==> config.mk <==
export PLATFORM = sky130hd
export DESIGN_NAME = mem_burst_adapter
export DESIGN_NICKNAME = d
export VERILOG_FILES = /design/src/rtl/cache_pkg.sv /design/src/rtl/mem_burst_timeout.sv /design/src/rtl/mem_burst_adapter.sv
export SDC_FILE = /design/constraint.sdc
export NUM_CORES = 1
export LEC_CHECK = 0
export CORE_AREA = 5 5 454 456
export DETAILED_ROUTE_END_ITERATION = 8
export DIE_AREA = 0 0 459 461
export PLACE_DENSITY = 0.4
export SYNTH_ARGS = -nofsm -noshare
export SYNTH_HDL_FRONTEND = slang
export SYNTH_SLANG_ARGS = --single-unit
==> constraint.sdc <==
create_clock -name clk -period 7.1 [get_ports clk]
set_input_delay 0.71 -clock clk [delete_from_list [all_inputs] [get_ports clk]]
set_output_delay 0.71 -clock clk [all_outputs]
set_load 0.01 [all_outputs]
==> src/rtl/cache_pkg.sv <==
// -----------------------------------------------------------------------------
// cache_pkg
// Shared definitions for the cache-side memory interface.
//   WORD_SIZE        : default bus word width in bits
//   BLOCK_DATA_WIDTH : default cache block width in bits
//   burst_state_e    : state encoding of the block-to-beat burst FSM
// Optional feature used by importers: MEM_BURST_TIMEOUT_EN (bus stall timeout).
// -----------------------------------------------------------------------------
package cache_pkg;

  localparam int WORD_SIZE        = 32;
  localparam int BLOCK_DATA_WIDTH = 512;

  typedef enum logic [1:0] {
    IDLE    = 2'd0,
    BURST   = 2'd1,
    DONE    = 2'd2,
    RELEASE = 2'd3
  } burst_state_e;

  // Number of bus beats needed to move one cache block.
  function automatic int burst_beats(input int block_w, input int word_w);
    return block_w / word_w;
  endfunction

endpackage

==> src/rtl/mem_burst_timeout.sv <==
// -----------------------------------------------------------------------------
// mem_burst_timeout
// Counts consecutive stalled burst cycles and flags expiry on the cycle in which
// the TIMEOUT_CYCLES-th consecutive stall occurs. Only used when the design is
// built with MEM_BURST_TIMEOUT_EN.
// Ports:
//   clk       : rising-edge clock
//   rst_n     : asynchronous active-low reset
//   stall_i   : 1 when a beat is requested but not accepted this cycle
//   expired_o : 1 when this stall cycle reaches the limit
// -----------------------------------------------------------------------------
module mem_burst_timeout #(
  parameter int TIMEOUT_CYCLES = 255
) (
  input  logic clk,
  input  logic rst_n,
  input  logic stall_i,
  output logic expired_o
);

  localparam int CNT_W = (TIMEOUT_CYCLES > 1) ? $clog2(TIMEOUT_CYCLES + 1) : 1;

  logic [CNT_W-1:0] cnt_q, cnt_d;

  // cnt_q holds the number of stalls already seen, so the current stall is
  // number cnt_q+1; expiry fires when that equals the limit.
  assign expired_o = stall_i && (cnt_q == CNT_W'(TIMEOUT_CYCLES - 1));

  always_comb begin
    cnt_d = cnt_q;
    if (!stall_i || expired_o) begin
      cnt_d = '0;
    end else begin
      cnt_d = cnt_q + 1'b1;
    end
  end

  always_ff @(posedge clk or negedge rst_n) begin
    if (!rst_n) begin
      cnt_q <= '0;
    end else begin
      cnt_q <= cnt_d;
    end
  end

endmodule

==> src/rtl/mem_burst_adapter.sv <==
// -----------------------------------------------------------------------------
// mem_burst_adapter
// Converts one cache-block request into BLOCK_DATA_WIDTH/WORD_SIZE sequential
// bus beats at addresses base+4*i (base = request address with bits [5:0]
// cleared). Fills assemble the returned words into mem_req_datain; write-backs
// send the captured block one word per beat.
// Ports:
//   clk, rst_n          : clock, asynchronous active-low reset
//   mem_req_enable/rw/addr/dataout : block request (rw=1 write-back, 0 fill)
//   mem_req_datain      : assembled fill block (held until next read beat)
//   mem_req_ready       : one-cycle completion pulse
//   mem_req_error       : completion was a stall timeout
//   bus_valid/we/addr/wdata : beat request towards memory
//   bus_ready/rdata     : beat acceptance and read data
// Build option: define MEM_BURST_TIMEOUT_EN to abort a burst after
// TIMEOUT_CYCLES consecutive stalled cycles; otherwise bursts wait forever.
// -----------------------------------------------------------------------------
module mem_burst_adapter #(
  parameter int WORD_SIZE        = cache_pkg::WORD_SIZE,
  parameter int BLOCK_DATA_WIDTH = cache_pkg::BLOCK_DATA_WIDTH,
  parameter int TIMEOUT_CYCLES   = 255
) (
  input  logic                        clk,
  input  logic                        rst_n,
  input  logic                        mem_req_enable,
  input  logic                        mem_req_rw,
  input  logic [WORD_SIZE-1:0]        mem_req_addr,
  input  logic [BLOCK_DATA_WIDTH-1:0] mem_req_dataout,
  output logic [BLOCK_DATA_WIDTH-1:0] mem_req_datain,
  output logic                        mem_req_ready,
  output logic                        mem_req_error,
  output logic                        bus_valid,
  output logic                        bus_we,
  output logic [WORD_SIZE-1:0]        bus_addr,
  output logic [WORD_SIZE-1:0]        bus_wdata,
  input  logic                        bus_ready,
  input  logic [WORD_SIZE-1:0]        bus_rdata
);

  import cache_pkg::*;

  localparam int BEATS  = burst_beats(BLOCK_DATA_WIDTH, WORD_SIZE);
  localparam int BEAT_W = (BEATS > 1) ? $clog2(BEATS) : 1;

  burst_state_e                state_q, state_d;
  logic [BEAT_W-1:0]           beat_q, beat_d;
  logic [WORD_SIZE-1:0]        base_q;
  logic                        rw_q;
  logic [BLOCK_DATA_WIDTH-1:0] wblock_q;
  logic [BLOCK_DATA_WIDTH-1:0] datain_q;
  logic                        in_burst;
  logic                        beat_accept;
  logic                        last_beat;
  logic                        timeout;

  assign in_burst    = (state_q == BURST);
  assign beat_accept = in_burst && bus_ready;
  assign last_beat   = (beat_q == BEAT_W'(BEATS - 1));

`ifdef MEM_BURST_TIMEOUT_EN
  logic err_q;

  mem_burst_timeout #(
    .TIMEOUT_CYCLES(TIMEOUT_CYCLES)
  ) u_timeout (
    .clk      (clk),
    .rst_n    (rst_n),
    .stall_i  (in_burst && !bus_ready),
    .expired_o(timeout)
  );

  // Remembers that the burst ended by timeout so DONE can flag the error.
  always_ff @(posedge clk or negedge rst_n) begin
    if (!rst_n) begin
      err_q <= 1'b0;
    end else begin
      err_q <= timeout;
    end
  end

  assign mem_req_error = (state_q == DONE) && err_q;
`else
  assign timeout       = 1'b0;
  assign mem_req_error = 1'b0;
`endif

  always_comb begin
    state_d = state_q;
    beat_d  = beat_q;
    case (state_q)
      IDLE: begin
        if (mem_req_enable) begin
          state_d = BURST;
          beat_d  = '0;
        end
      end
      BURST: begin
        if (timeout) begin
          state_d = DONE;
        end else if (bus_ready) begin
          if (last_beat) begin
            state_d = DONE;
          end else begin
            beat_d = beat_q + 1'b1;
          end
        end
      end
      DONE:    state_d = RELEASE;
      // Wait for enable to drop so a held request is served only once.
      RELEASE: if (!mem_req_enable) state_d = IDLE;
      default: state_d = IDLE;
    endcase
  end

  always_ff @(posedge clk or negedge rst_n) begin
    if (!rst_n) begin
      state_q  <= IDLE;
      beat_q   <= '0;
      base_q   <= '0;
      rw_q     <= 1'b0;
      wblock_q <= '0;
    end else begin
      state_q <= state_d;
      beat_q  <= beat_d;
      // Request inputs are only sampled on the IDLE->BURST edge.
      if (state_q == IDLE && mem_req_enable) begin
        base_q   <= {mem_req_addr[WORD_SIZE-1:6], 6'b0};
        rw_q     <= mem_req_rw;
        wblock_q <= mem_req_dataout;
      end
    end
  end

  // Fill assembly: each accepted read beat lands in its own word; a timeout
  // clears the words that never arrived (current beat and later).
  always_ff @(posedge clk or negedge rst_n) begin
    if (!rst_n) begin
      datain_q <= '0;
    end else begin
      for (int i = 0; i < BEATS; i++) begin
        if (beat_accept && !rw_q && beat_q == BEAT_W'(i)) begin
          datain_q[i*WORD_SIZE +: WORD_SIZE] <= bus_rdata;
        end else if (timeout && !rw_q && beat_q <= BEAT_W'(i)) begin
          datain_q[i*WORD_SIZE +: WORD_SIZE] <= '0;
        end
      end
    end
  end

  assign mem_req_datain = datain_q;
  assign mem_req_ready  = (state_q == DONE);
  assign bus_valid      = in_burst;
  assign bus_we         = in_burst && rw_q;
  assign bus_addr       = in_burst ? (base_q + WORD_SIZE'({beat_q, 2'b00})) : '0;
  assign bus_wdata      = (in_burst && rw_q) ? wblock_q[int'(beat_q)*WORD_SIZE +: WORD_SIZE] : '0;

endmodule
* Word-level counts from Yosys, hierarchy flattened
Cells that the tools add are included.
** Storage, ports and cells
- Register bits :: 1057
- Bits of input ports :: 581
- Output and inout port bits :: 580
- Logic and storage cells :: 84
** Cells by class
- Add/sub/neg operators :: 2
- Eq/ne operators :: 23
- Shift operators :: 1
- Muxes and demuxes :: 11
- Reductions and logical operators :: 26
** Operators by type and width (count)
- $shiftx A512 B10 Y32 :: 1
- $mux W32 :: 2
- $add A32 B6 Y32 :: 1
- $eq A4 B4 Y1 const B :: 8
- $logic_and A1 B1 Y1 :: 20
- $eq A4 B3 Y1 const B :: 4
- $mux W4 :: 3
- $eq A4 B2 Y1 const B :: 2
- $mux W2 :: 4
- $ne A2 B2 Y1 const B :: 4
- $pmux W2 S4 :: 1
- $pmux W4 S2 :: 1
- $reduce_and A4 Y1 :: 2
- $add A4 B1 Y4 const B :: 1
- $eq A2 B2 Y1 const B :: 2
- $eq A4 B1 Y1 const B :: 1
- $logic_not A4 Y1 :: 1
- $eq A2 B1 Y1 const B :: 1
- $logic_not A2 Y1 :: 1
- $ne A2 B1 Y1 const B :: 1
- $reduce_bool A2 Y1 :: 1
- $logic_not A1 Y1 :: 1

* Depth between registers and ports, before layout
Gate-level depths: netlist of the first run.
- Depth after elaboration :: 4
- Depth in mapped cells :: 10

* Worst setup path before layout of the first run
Ideal clock, no wire load.
- Kind :: reg-to-output
- Start :: register beat_q[1]
- End :: output bus_wdata[10]
- Arrival :: 1662 ps
- Required time :: 6390 ps
- Slack :: 4728 ps
- Cell stages (with the launch flop) :: 7
- Cell sequence :: dfrtp_1 > buf_2 > buf_2 > clkbuf_1 > mux4_2 > a22oi_1 > o21ai_0
** Between the ends
- Cells in the longest elaborated chain, start to end :: 2
** Ends and longest elaborated chain
- start: declaration :: line mem_burst_adapter.sv:46 : logic [BEAT_W-1:0] beat_q, beat_d;
- start signal: assignment :: line mem_burst_adapter.sv:124 : beat_q <= beat_d;
- $shiftx A512 B10 Y32 :: line mem_burst_adapter.sv:155 : assign bus_wdata = (in_burst && rw_q) ? wblock_q[int'(beat_q)*WORD_SIZE +: WORD_SIZE] : '0;
- $mux W32 :: line mem_burst_adapter.sv:155
- end: declaration :: line mem_burst_adapter.sv:35 : output logic [WORD_SIZE-1:0] bus_wdata,
Every way passes these cells.

* Worst setup path after layout of the first run
- Start :: register beat_q[0]
- End :: output bus_wdata[6]
The elaborated chain is that of the path after synthesis.

==> results.py, run 1 <==
metrics = {
    "run_status": {
        "outcome": "completed",
    },
    "worst_setup_path": {
        "path_class": "flop to output port",
        "worstSetupStartpointType": "flop",
        "critPathMaxFanout": 32,
        "rr_startpoint": "beat_q[0]$_DFFE_PN0P_",
        "r2r-end": "mem_req_datain[157]$_DFFE_PN0P_",
        "cp-end-kind": "output port",
        "worstRegToRegCells": 8,
        "worstSetupEndpoint": "bus_wdata[6]",
        "crit_start": "beat_q[0]$_DFFE_PN0P_",
        "cp.required_ns": 6.39,
        "worstPathArrival_ns": 4.59,
        "r2r_setup_slack_ns": 3.50,
    },
    "clock_network": {
        "cts.clk_slew.worst_paths_ns": 0.05,
        "ctsHtreeMaxLevel": 4,
        "worstSkewPairLatency_ns": 0.75,
        "cts_setup_buffers": 0,
        "cts-root-buf": "clkbuf_16",
        "clkSinkCount": 1057,
        "cts_buffers": 139,
        "cts_tree": "built",
        "ctsLongestPathBuffers": 3,
    },
    "floorplanning": {
        "fp.coreArea_um2": 201000,
        "io_pins": 1161,
        "die_h_um": 461,
        "die_width_um": 459,
        "dieArea_um2": 212000,
        "num_rows": 165,
        "initial_core_util_pct": 21.7,
    },
    "min_path": {
        "min_path_cells": 1,
        "hold_path.class": "flop to flop",
        "min-delay-start": "mem_req_datain[362]$_DFFE_PN0P_",
    },
    "sta": {
        "slew_viol_final": 0,
        "fin_setup_tns_ns": 0,
        "skew_ns": 0.0167,
        "finalHoldViolCount": 0,
        "max_slew_margin_pct": 19.4,
        "rsz0062_at_grt": "false",
        "period_share_pct": 74.6,
        "tightest_slew_ns": 1.21,
        "fmax_ghz": 0.189,
        "finalSetupViolations": 0,
        "period_needed_ns": 5.30,
    },
    "synth": {
        "synth_seq_cells": 1057,
        "yosysWarnings": 0,
        "synth_cell_types": 33,
        "synthArstFlopShare_pct": 100,
        "synth_ff_type": "dfrtp_1",
        "synth-seq-area-share_pct": 60.6,
        "avgSynthCellArea_um2": 16.0,
        "synthCells": 2728,
        "synth-edff-count": 0,
        "syn-cell-area_um2": 43700,
    },
    "power_and_ir_drop": {
        "vdd_drop_max_mv": 0.212,
        "power_density_nw_per_um2": 425,
        "leakage_uw": 0.0265,
    },
    "final_layout": {
        "final_util_pct": 31.2,
        "syn_to_final_growth_pct": 44.0,
        "layout-drive-gt1-share_pct": 35.9,
        "layout_common_cells": "clkdlybuf4s50_1, mux2_2, dfrtp_1, clkbuf_16, mux2i_1",
        "nFillCells": 20100,
        "final_common_cell": "clkdlybuf4s50_1",
        "fin_nets": 4483,
        "finish.instance_area_um2": 62900,
    },
    "grt": {
        "antenna_found_initial": 106,
        "grt_max_degree": 162,
        "grt_pass1_wl_um": 258000,
        "track_usage_pct": 17.4,
        "overflow": 0,
        "grt_pass1_vias": 30000,
    },
    "flow_run": {
        "max-cap-violations": 0,
    },
    "detailed_routing": {
        "ant_nets": 0,
        "first_pass_iters": 6,
        "first_iter_violations": 1205,
        "num_vias": 28200,
        "route.detailed.drc": 0,
        "routedWlPerCell_um": 28.3,
        "viasPerCell": 4.21,
        "routed_wl_um": 190000,
    },
    "placed_design": {
        "dp_hpwl_um": 140000,
        "gp_congestion": 0.782,
        "placed_cell_area_um2": 58300,
        "io_buffers": 1151,
    },
}
## final cells by class
class,instances,area (um2),area share [%]
Antenna cell,46,115,0.183
Clock buffer,216,4170,6.64
Clock inverter,25,248,0.394
Inverter,5,18.8,0.0298
Multi-Input combinational cell,1468,16300,26.0
Sequential cell,1057,26500,42.1
Tap cell,2672,3340,5.32
Timing Repair Buffer,1222,12200,19.4
## stage by stage
step | setup WS, ns | total power (uW) | hold WS (ns) | cells
after floorplan | 4.73 | 15000 | 0.414 | 2730
final | 1.80 | 26700 | 0.483 | 6711
after CTS | 1.60 | 27300 | 0.456 | 6665
after global routing | 1.55 | 28200 | 0.492 | 6682
after detailed placement | 2.48 | 20200 | 0.474 | 6423
after global placement | 2.49 | 20100 | 0.469 | 6423
## worst min-delay path by stage
stage,to,slack (ns)
finish,mem_req_datain[362]$_DFFE_PN0P_,0.48
global route,wblock_q[175]$_DFFE_PN0P_,0.49
CTS,base_q[15]$_DFFE_PN0P_,0.46
detailed placement,mem_req_datain[361]$_DFFE_PN0P_,0.47
global placement,mem_req_datain[361]$_DFFE_PN0P_,0.47
floorplan,base_q[10]$_DFFE_PN0P_,0.41
## flip-flops by register name, summed over array words and instances, names as in the netlist
signal,flops
state_q,2
beat_q,4
wblock_q,512
mem_req_datain,512
base_q,26
rw_q,1
## critical path, stage by stage, from the launching register on
cell             delay (ns)
dfrtp_4                0.90
buf_4                  0.38
mux4_2                 0.52
a22oi_1                0.94
o21ai_0                0.42
clkdlybuf4s50_1        0.59
## layer usage
metal | vias to the layer above | global-route usage, % | share of wire (%)
li1 | 12300 | - | -
met1 | 14500 | 19.0 | 37
met2 | 973 | 30.0 | 50
met3 | 338 | 7.96 | 9.7
met4 | 120 | 6.01 | 3.1
met5 | - | 0 | 0.39
## where the power goes
group | internal [uW] | switching [uW] | leakage (uW)
Sequential | 8560 | 1500 | 0.0133
Clock | 4100 | 2770 | 0.00217
Combinational | 5560 | 4220 | 0.0111
Total | 18200 | 8480 | 0.0265
## Yosys cell counts, types with 3 or more instances
master / count / area share [%]
o21ai_0: 24 / 0.28
clkbuf_1: 73 / 0.63
o21ai_1: 9 / 0.10
o221ai_1: 32 / 0.64
a22oi_1: 64 / 1.1
buf_2: 89 / 1.0
nor2_1: 8 / 0.069
nand3_1: 4 / 0.046
inv_1: 5 / 0.043
mux4_2: 64 / 3.3
mux2_2: 1072 / 28
mux2i_1: 66 / 1.5
nand2b_1: 3 / 0.043
dfrtp_1: 1057 / 61
mux2_1: 44 / 1.1
buf_4: 37 / 0.64
ha_1: 9 / 0.26
nor2_2: 12 / 0.17
nand2_1: 11 / 0.095
and2_1: 30 / 0.43
## cells by family after synthesis
logic type / share of synthesized area [%]
flip-flops: 60.6
XOR/XNOR: 0.0401
other: 0.00859
buffers and inverters: 2.35
AO/OA/AOI/OAI: 2.17
multiplexers: 33.6
adder cells (fa/ha/maj): 0.258
AND/OR/NAND/NOR: 0.997
## what timing repair did
| item | in CTS | in global routing |
|---|---|---|
| resized for setup | 0 | 0 |
| setup endpoints to repair | 0 | 0 |
| hold endpoints to repair | 64 | 0 |
| hold buffers | 1 | 0 |
Note: power is estimated with default switching activity, not from simulation.
==> run 2, diff against run 1 <==
--- a/config.mk
+++ b/config.mk
@@ -5,10 +5,10 @@
 export SDC_FILE = /design/constraint.sdc
 export NUM_CORES = 1
 export LEC_CHECK = 0
-export CORE_AREA = 5 5 454 456
+export CORE_AREA = 5 5 443 445
 export DETAILED_ROUTE_END_ITERATION = 8
-export DIE_AREA = 0 0 459 461
-export PLACE_DENSITY = 0.4
+export DIE_AREA = 0 0 448 450
+export PLACE_DENSITY = 0.43
 export SYNTH_ARGS = -nofsm -noshare
 export SYNTH_HDL_FRONTEND = slang
 export SYNTH_SLANG_ARGS = --single-unit
==> constraint.sdc (replaced) <==
create_clock -name clk -period 4.6 [get_ports clk]
set_input_delay 0.46 -clock clk [delete_from_list [all_inputs] [get_ports clk]]
set_output_delay 0.46 -clock clk [all_outputs]
set_load 0.01 [all_outputs]
==> run 2 against run 1 <==
Sequential cell count unchanged. Routed wire length shrank 3.1%. Largest power group is now combinational logic. Cell count shrank 2.1%. Sequential power rose by 51%. First-iteration DRC count is 9.3% higher. Global-route usage is 0.45 points higher. Non-clock buffer count increased by 33. Clock skew is 0.0067 ns higher. Critical path depth up 1. Register-to-register slack got worse by 2.1 ns.
==> results.py, run 2 (synthesized netlist as in run 1, its figures left out) <==
metrics = {
    "clock_network": {
        "ctsHtreeMaxLevel": 4,
        "cts_buffers": 133,
        "cts_tree": "built",
        "cts.clk_slew.worst_paths_ns": 0.06,
        "clkSinkCount": 1057,
        "worstSkewPairLatency_ns": 0.79,
        "cts-root-buf": "clkbuf_16",
        "ctsLongestPathBuffers": 3,
    },
    "floorplanning": {
        "fp.coreArea_um2": 192000,
        "die_width_um": 448,
        "io_pins": 1161,
        "dieArea_um2": 202000,
        "initial_core_util_pct": 22.8,
        "num_rows": 161,
        "die_h_um": 450,
    },
    "grt": {
        "grt_pass1_wl_um": 255000,
        "track_usage_pct": 17.9,
        "grt_pass1_vias": 30700,
        "grt_max_degree": 120,
        "antenna_found_initial": 70,
        "overflow": 0,
    },
    "sta": {
        "skew_ns": 0.0234,
        "fin_setup_tns_ns": 0,
        "finalHoldViolCount": 0,
        "max_slew_margin_pct": 27.2,
        "finalSetupViolations": 0,
        "slew_viol_final": 0,
        "period_share_pct": 91.9,
        "period_needed_ns": 4.23,
        "rsz0062_at_grt": "false",
        "fmax_ghz": 0.237,
        "tightest_slew_ns": 1.09,
    },
    "power_and_ir_drop": {
        "p_clk_share_pct": 25.4,
        "leakage_uw": 0.0267,
        "power_switching_uw": 13100,
        "p_comb_share_pct": 37.4,
        "power_density_nw_per_um2": 653,
        "seq_power_share_pct": 37.2,
        "internal-power_uw": 28000,
        "netSwitchingFraction_pct": 31.9,
        "vdd_drop_max_mv": 0.300,
    },
    "worst_setup_path": {
        "cp-end-kind": "output port",
        "cp.required_ns": 4.14,
        "r2r_setup_slack_ns": 1.44,
        "worstSetupStartpointType": "flop",
        "critPathMaxFanout": 18,
        "worstPathArrival_ns": 3.77,
        "path_class": "flop to output port",
    },
    "detailed_routing": {
        "ant_nets": 0,
        "num_vias": 28400,
        "first_pass_iters": 5,
        "routed_wl_um": 184000,
        "route.detailed.drc": 0,
        "viasPerCell": 4.33,
        "first_iter_violations": 1317,
        "routedWlPerCell_um": 28.0,
    },
    "placed_design": {
        "io_buffers": 1151,
        "dp_hpwl_um": 137000,
        "gp_congestion": 0.774,
    },
    "final_layout": {
        "final_common_cell": "clkdlybuf4s50_1",
        "layout-drive-gt1-share_pct": 36.6,
        "syn_to_final_growth_pct": 44.1,
        "layout_common_cells": "clkdlybuf4s50_1, mux2_2, dfrtp_1, clkbuf_16, buf_4",
        "final_util_pct": 32.8,
        "fin_nets": 4510,
    },
    "run_status": {
        "outcome": "completed",
    },
    "flow_run": {
        "max-cap-violations": 0,
    },
    "min_path": {
        "hold_path.class": "primary input to flop",
    },
}
[run 2: cell type report]
cell class / instances / area [um2]
fillers: 19100 / 129000
flip-flops and latches: 1057 / 26500
multi-input cells: 1468 / 16300
repair buffers: 1255 / 12600
clock buffers: 202 / 3980
well taps: 2526 / 3160
clock inverters: 31 / 370
diodes: 24 / 60.1
inverters: 5 / 18.8
[run 2: worst max-delay path, stage by stage, from the launching register on]
cell and delay [ns]:
dfrtp_4 0.71, inv_1 0.20, nand2_2 0.48, buf_4 0.30, o221ai_1 0.17, o21ai_0 0.46, clkdlybuf4s50_1 0.64
[run 2: per-layer routing]
metal	global-route usage, %	vias up	routed length [um]
li1	-	12400	-
met1	19.4	14900	68000
met2	33.3	843	98600
met3	5.88	252	12800
met4	4.68	48	4520
met5	0	-	306
[run 2: final timing paths]
| kind | start | to | depth (start not counted) |
|---|---|---|---|
| hold reg to reg | mem_req_datain[145]$_DFFE_PN0P_ | mem_req_datain[145]$_DFFE_PN0P_ | 1 |
| setup / recovery | beat_q[1]$_DFFE_PN0P_ | bus_wdata[11] | 6 |
| max in group asynchronous | rst_n | mem_req_datain[419]$_DFFE_PN0P_ | 3 |
| hold / removal | mem_req_dataout[419] | wblock_q[419]$_DFFE_PN0P_ | 2 |
| min in group asynchronous | rst_n | wblock_q[236]$_DFFE_PN0P_ | 2 |
| setup reg to reg | state_q[1]$_DFFE_PN0P_ | mem_req_datain[238]$_DFFE_PN0P_ | 8 |
[run 2: power groups by stage]
stage               Clock (uW)  Combinational (uW)  Sequential (uW)
floorplan                    0                7720            15400
global placement             0               15600            15400
detailed placement           0               15700            15500
CTS                      10900               15700            15400
global route             11200               16400            15800
finish                   10400               15400            15300
[run 2: metrics by stage]
step	cell area, um2	setup WS [ns]	cells	power [uW]	hold slack [ns]
after floorplan	43700	2.33	2730	23200	0.164
after global placement	58500	0.646	6307	31000	0.470
after detailed placement	58500	0.606	6307	31200	0.474
after CTS	62900	0.0283	6541	42000	0.176
after global routing	62900	0.0883	6551	43400	0.209
final	62900	0.372	6568	41100	0.285
[run 2: timing repair]
item / CTS / global route
hold endpoints to repair: 54 / 0
setup buffers: 0 / 3
hold buffers: 1 / 0
cloned: 0 / 0
gates resized for setup: 4 / 1
endpoints found under the setup margin: 7 / 3
